--- config.mk ---
export PLATFORM = sky130hd
export DESIGN_NAME = tmds_encoder_pipe
export DESIGN_NICKNAME = d
export VERILOG_FILES = /design/src/rtl/tmds_pkg.sv /design/src/rtl/tmds_qm_stage.sv /design/src/rtl/tmds_encoder_pipe.sv
export SDC_FILE = /design/constraint.sdc
export NUM_CORES = 1
export LEC_CHECK = 0
export CAP_MARGIN = 30
export CORE_MARGIN = 10
export CORE_UTILIZATION = 35
export DETAILED_ROUTE_END_ITERATION = 6
export HOLD_SLACK_MARGIN = 0.02
export SETUP_SLACK_MARGIN = 0.4
export SKIP_LAST_GASP = 1
export SLEW_MARGIN = 30
export SYNTH_ARGS = -nofsm -noshare
export SYNTH_HDL_FRONTEND = slang
export SYNTH_HIERARCHICAL = 1
export SYNTH_SLANG_ARGS = --single-unit
export TNS_END_PERCENT = 5
--- constraint.sdc ---
create_clock -name clk -period 6.63 [get_ports clk]
set_clock_uncertainty 0.2 [all_clocks]
set_input_delay 1.326 -clock clk [delete_from_list [all_inputs] [get_ports clk]]
set_output_delay 1.326 -clock clk [all_outputs]
set_load 0.01 [all_outputs]
--- src/rtl/tmds_pkg.sv ---
// Shared definitions for the TMDS channel encoder.
//   CTRL_00..CTRL_11 : 10-bit control-period symbols, indexed by {c1,c0}
//   DISP_W_DEF       : default width of the signed running-disparity counter
//   popcount8        : number of ones in a byte (0..8, 4 bits)
//   s1_t             : stage-1 pipeline payload (transition-minimised word + side info)
package tmds_pkg;

  localparam int DISP_W_DEF = 5;

  localparam logic [9:0] CTRL_00 = 10'b1101010100;
  localparam logic [9:0] CTRL_01 = 10'b0010101011;
  localparam logic [9:0] CTRL_10 = 10'b0101010100;
  localparam logic [9:0] CTRL_11 = 10'b1010101011;

  typedef struct packed {
    logic [8:0] qm;   // qm[8]=1 -> XOR-coded, 0 -> XNOR-coded
    logic       vde;
    logic [1:0] cd;
  } s1_t;

  function automatic logic [3:0] popcount8(input logic [7:0] d);
    logic [3:0] n;
    n = '0;
    for (int i = 0; i < 8; i++) n = n + 4'(d[i]);
    return n;
  endfunction

endpackage

--- src/rtl/tmds_qm_stage.sv ---
// Stage 1 of the TMDS encoder: transition minimisation.
//   clk, rst_n : pixel clock, async active-low reset
//   vd, cd, vde: pixel byte, control pair, video-data enable
//   s1_q       : registered {q_m[8:0], vde, cd}; cleared to control/cd=00 on reset
module tmds_qm_stage
  import tmds_pkg::*;
(
  input  logic       clk,
  input  logic       rst_n,
  input  logic [7:0] vd,
  input  logic [1:0] cd,
  input  logic       vde,
  output s1_t        s1_q
);

  logic [3:0] n1d;
  logic       use_xnor;
  logic [7:0] px;     // prefix parity: px[i] = ^vd[i:0]
  s1_t        s1_d;

  assign n1d      = popcount8(vd);
  assign use_xnor = (n1d > 4'd4) || ((n1d == 4'd4) && !vd[0]);

  // The serial XOR/XNOR chain is flattened: XOR mode gives plain prefix
  // parity, and each XNOR step adds one inversion, so odd bits flip.
  for (genvar i = 0; i < 8; i++) begin : g_px
    assign px[i] = ^vd[i:0];
  end

  always_comb begin
    s1_d     = '0;
    s1_d.qm  = {~use_xnor, px ^ (use_xnor ? 8'b1010_1010 : 8'b0000_0000)};
    s1_d.vde = vde;
    s1_d.cd  = cd;
  end

  always_ff @(posedge clk or negedge rst_n) begin
    if (!rst_n) s1_q <= '0;
    else        s1_q <= s1_d;
  end

endmodule

--- src/rtl/tmds_encoder_pipe.sv ---
// Two-stage pipelined DVI TMDS 8b/10b encoder, one instance per colour channel.
//   clk   : pixel clock, all logic on posedge
//   rst_n : asynchronous active-low reset
//   vd    : video byte, cd : control {c1,c0}, vde : 1 = video, 0 = control
//   tmds  : 10-bit symbol, bit 0 first on the wire; inputs sampled at one
//           edge are visible on tmds after the following edge
// Stage 1 (tmds_qm_stage) registers the transition-minimised word; stage 2
// applies DC balancing against the running disparity and registers the symbol.
module tmds_encoder_pipe
  import tmds_pkg::*;
#(
  parameter int DISP_W = DISP_W_DEF
) (
  input  logic       clk,
  input  logic       rst_n,
  input  logic [7:0] vd,
  input  logic [1:0] cd,
  input  logic       vde,
  output logic [9:0] tmds
);

  localparam logic signed [DISP_W-1:0] ZERO  = '0;
  localparam logic signed [DISP_W-1:0] TWO   = DISP_W'(2);
  localparam logic signed [DISP_W-1:0] EIGHT = DISP_W'(8);

  s1_t s1_q;

  tmds_qm_stage u_qm (
    .clk   (clk),
    .rst_n (rst_n),
    .vd    (vd),
    .cd    (cd),
    .vde   (vde),
    .s1_q  (s1_q)
  );

  logic [9:0]               tmds_d, tmds_q;
  logic signed [DISP_W-1:0] cnt_d, cnt_q;
  logic signed [DISP_W-1:0] n1_s, n0_s;
  logic [7:0]               qm;
  logic                     qm8;

  assign qm  = s1_q.qm[7:0];
  assign qm8 = s1_q.qm[8];
  // Popcount is zero-extended before going signed so 8 never reads as negative.
  assign n1_s = DISP_W'(popcount8(qm));
  assign n0_s = EIGHT - n1_s;

  always_comb begin
    tmds_d = tmds_q;
    cnt_d  = cnt_q;
    if (!s1_q.vde) begin
      // Any blanking symbol, even a single one, restarts disparity tracking.
      unique case (s1_q.cd)
        2'b00: tmds_d = CTRL_00;
        2'b01: tmds_d = CTRL_01;
        2'b10: tmds_d = CTRL_10;
        2'b11: tmds_d = CTRL_11;
      endcase
      cnt_d = ZERO;
    end else if ((cnt_q == ZERO) || (n1_s == n0_s)) begin
      tmds_d = {~qm8, qm8, qm8 ? qm : ~qm};
      cnt_d  = qm8 ? (cnt_q + (n1_s - n0_s)) : (cnt_q + (n0_s - n1_s));
    end else if (((cnt_q > ZERO) && (n1_s > n0_s)) ||
                 ((cnt_q < ZERO) && (n0_s > n1_s))) begin
      // Word would push disparity further the same way: send it inverted.
      tmds_d = {1'b1, qm8, ~qm};
      cnt_d  = cnt_q + (qm8 ? TWO : ZERO) + (n0_s - n1_s);
    end else begin
      tmds_d = {1'b0, qm8, qm};
      cnt_d  = cnt_q - (qm8 ? ZERO : TWO) + (n1_s - n0_s);
    end
  end

  always_ff @(posedge clk or negedge rst_n) begin
    if (!rst_n) begin
      tmds_q <= CTRL_00;
      cnt_q  <= ZERO;
    end else begin
      tmds_q <= tmds_d;
      cnt_q  <= cnt_d;
    end
  end

  assign tmds = tmds_q;

endmodule

==> summary.md <==
| Metric | Value |
|---|---|
| Share of cells above drive strength 1 | under 10% |
| Post-CTS sizing | 0 |
| Clock-pin slew on the worst setup and hold paths | ~0.09 ns |
| IO Count | 23 |
| CTS tree | yes |
| # nets final | about 310 |
| EDFF count, synth | 0 |
| # port buffers | 22 |
| Max_slew headroom | a little over 60% |
| Fin util | a little over two fifths |
| Routed WL per cell | 13.3 um |
| Die Wd | between 100 and 150 um |
| Setup TNS | 0 ns |
| Number of diodes | 0 |
| Worst hold path class | flop to flop |
| GRT overflow | 0 |
| Vias/cell | around 4.9 |
| Data required, critical path | about 6.6 ns |
| Final Cycle Share | between 80 and 90% |
| Top FF cell, synth | dfrtp_1 |
| Die Y | ~100 um |
| Critical path class | flop to flop |
| Initial antenna violation count | 0 |
| Core Area | between 6000 and 7000 sq um |
| Placed Area | around 2600 sq um |
| Die ar. | just over 10000 sq um |
| Fin. Hold Viols | 0 |
| Synthesized cell area | ~2300 sq um |
| Fmax | 0.173 GHz |
| Row count | 29 |
| # Post-CTS Setup Buffers | 0 |
| Initial DRC count | ~110 |
| Synthesized flop and latch total | 27 |
| Final WL | 4400 um |
| Outcome | completed |
| First-pass GRT wire length | 7560 um |
| Syn_nets | 282 |
| Final min period | about 5.8 ns |
| Placed cell count | about 330 |
| DRC | 0 |
| RSZ-0062 raised after global routing | no |
| H-tree levels | 1 |
| Post-route insts no fill | approximately 330 |
| Root buf cell | clkbuf_8 |
| Syn-to-layout area delta | 14.7% |
| Worst skew pair latency | 0.27 ns |
| Crit-path max FO | 8 |
| Initial core utilization | a little over a third |
| Largest net degree at the start of global routing | 28 |
| GP Congestion | ~0.9 |
| Slew Limit Fails | 0 |
| Avg Cell Area, Syn | approximately 10 sq um |
| Cell area after layout | 2680 sq um |
| Drt first pass iters | 4 |
| Worst-margin pin slew | ~0.57 ns |
| Seq/Total Area, Yosys | 29.2% |
| Gr usage total | under 10% |
| Routed Antenna Nets | 0 |
| Startpoint types | flop |
| Ys Warns | 6 |
| Detailed-placement wirelength estimate | 3720 um |
| Worst Setup End Kind | flop |
| Inserted Clock Buffers | 3 |
| Clock Path Buffers | 2 |
| Final setup violation count | 0 |
| Synth cell types | 46 |
| WP data arrival | 5.76 ns |
| Max_cap viols | 0 |
| Async set-reset flop share out of synthesis | 100% |
| CTS Hold Buffers Added | 0 |
| Total number of vias | 1618 |
| Number of global-route vias before repair | 1649 |
| Clk sinks | 27 |
| Synth Instances | ~230 |
[synthesized netlist by cell type, types with 2 or more instances]
cell type	n	share of area, %
inv_1	45	7.2
ha_1	25	13
dfrtp_1	22	24
xnor2_1	14	5.3
fa_1	12	10
a21oi_1	11	2.4
or3_1	9	2.4
a31oi_1	8	2.1
nor2_1	8	1.3
a211oi_1	7	2.3
o21ai_1	7	1.5
a21o_1	6	1.9
nand2_1	6	0.97
dfstp_2	5	5.6
nor3_1	5	1.1
o21ai_0	4	0.86
xor2_1	4	1.5
clkbuf_1	3	0.48
xnor3_1	3	2.9
mux2i_1	2	0.86
[worst paths after layout]
path / startpoint / endpoint / slack, ns / cells after the start
max: u_qm/s1_q[3] / cnt_q[4] / 0.86 / 22
min: cnt_q[0] / cnt_q[0] / 0.31 / 1
max reg2reg: u_qm/s1_q[3] / cnt_q[4] / 0.86 / 22
min reg2reg: cnt_q[0] / cnt_q[0] / 0.31 / 1
max in group asynchronous: rst_n / tmds[8] / 4.72 / 2
min in group asynchronous: rst_n / u_qm/s1_q[0] / 1.22 / 2
[metrics by stage]
stage / hold slack [ns] / setup slack (ns)
floorplan: 0.254 / 1.16
detailed placement: 0.290 / 0.767
CTS: 0.315 / 0.759
finish: 0.313 / 0.856
global placement: 0.292 / 0.950
global route: 0.333 / 0.457
[final cells by class]
class	count	area (sq um)
fill	621	3740
multi-input combinational	154	1450
sequential	27	682
timing repair buffer	23	228
inverter	46	175
tap	77	96.3
clock buffer	4	45.0
[layout by cell type (no fill, tap or decap), types with 2 or more instances in the layout]
| master | netlist | routed |
|---|---|---|
| xnor3_1 | 3 | 3 |
| o21ai_0 | 4 | 4 |
| nor2_1 | 8 | 7 |
| xnor2_1 | 14 | 14 |
| a31oi_1 | 8 | 8 |
| ha_1 | 25 | 25 |
| nand2_1 | 6 | 6 |
| nor2_2 | 1 | 2 |
| a21o_1 | 6 | 6 |
| dfrtp_1 | 22 | 22 |
| o21ai_1 | 7 | 7 |
| inv_1 | 45 | 45 |
| a211oi_1 | 7 | 7 |
| mux2i_1 | 2 | 2 |
| a21oi_1 | 11 | 11 |
| clkdlybuf4s50_1 | 0 | 22 |
| fa_1 | 12 | 12 |
| xor2_1 | 4 | 4 |
| dfstp_2 | 5 | 5 |
| clkbuf_8 | 0 | 3 |
| or3_1 | 9 | 9 |
| nor3_1 | 5 | 5 |
[flip-flops by register name (all words and copies together), names as in the netlist]
signal,cells
cnt_q,5
tmds,10
u_qm/s1_q,12
[routing by layer]
metal | GRT usage (%) | wire length (um) | up-vias | part of all wire [%]
li1 | - | - | 825 | -
met1 | 12.4 | 2210 | 770 | 50
met2 | 13.8 | 2070 | 23 | 47
met3 | 1.09 | 120 | 0 | 2.7
met4 | 1.98 | 0 | 0 | 0
met5 | 0 | 0 | - | 0
[kinds of logic (layout without fill, tap and decap cells)]
family	Yosys count	after routing	synth area share (%)
AOI/OAI and AO/OA	55	55	16.6
buffers and inverters	51	73	8.69
adders and majority gates	37	37	23.7
and+or+nand+nor	36	36	8.53
DFF	27	27	29.2
xor gates and xnor gates	23	23	11.4
muxes	3	3	1.82
[critical path, stage by stage (launching register included)]
cell	delay (ns)
dfrtp_1	0.37
inv_1	0.07
fa_1	0.55
fa_1	0.43
fa_1	0.49
inv_1	0.04
ha_1	0.21
fa_1	0.42
xor2_2	0.35
inv_4	0.12
ha_1	0.44
inv_1	0.11
xnor2_1	0.20
inv_1	0.06
ha_1	0.27
ha_1	0.14
inv_1	0.05
fa_1	0.37
xor2_1	0.18
xnor2_1	0.15
a21boi_0	0.19
mux2i_1	0.10
a211oi_1	0.20
Power is not shown: default switching activity piles up to over one toggle a cycle in this logic, so the estimate is an artifact.
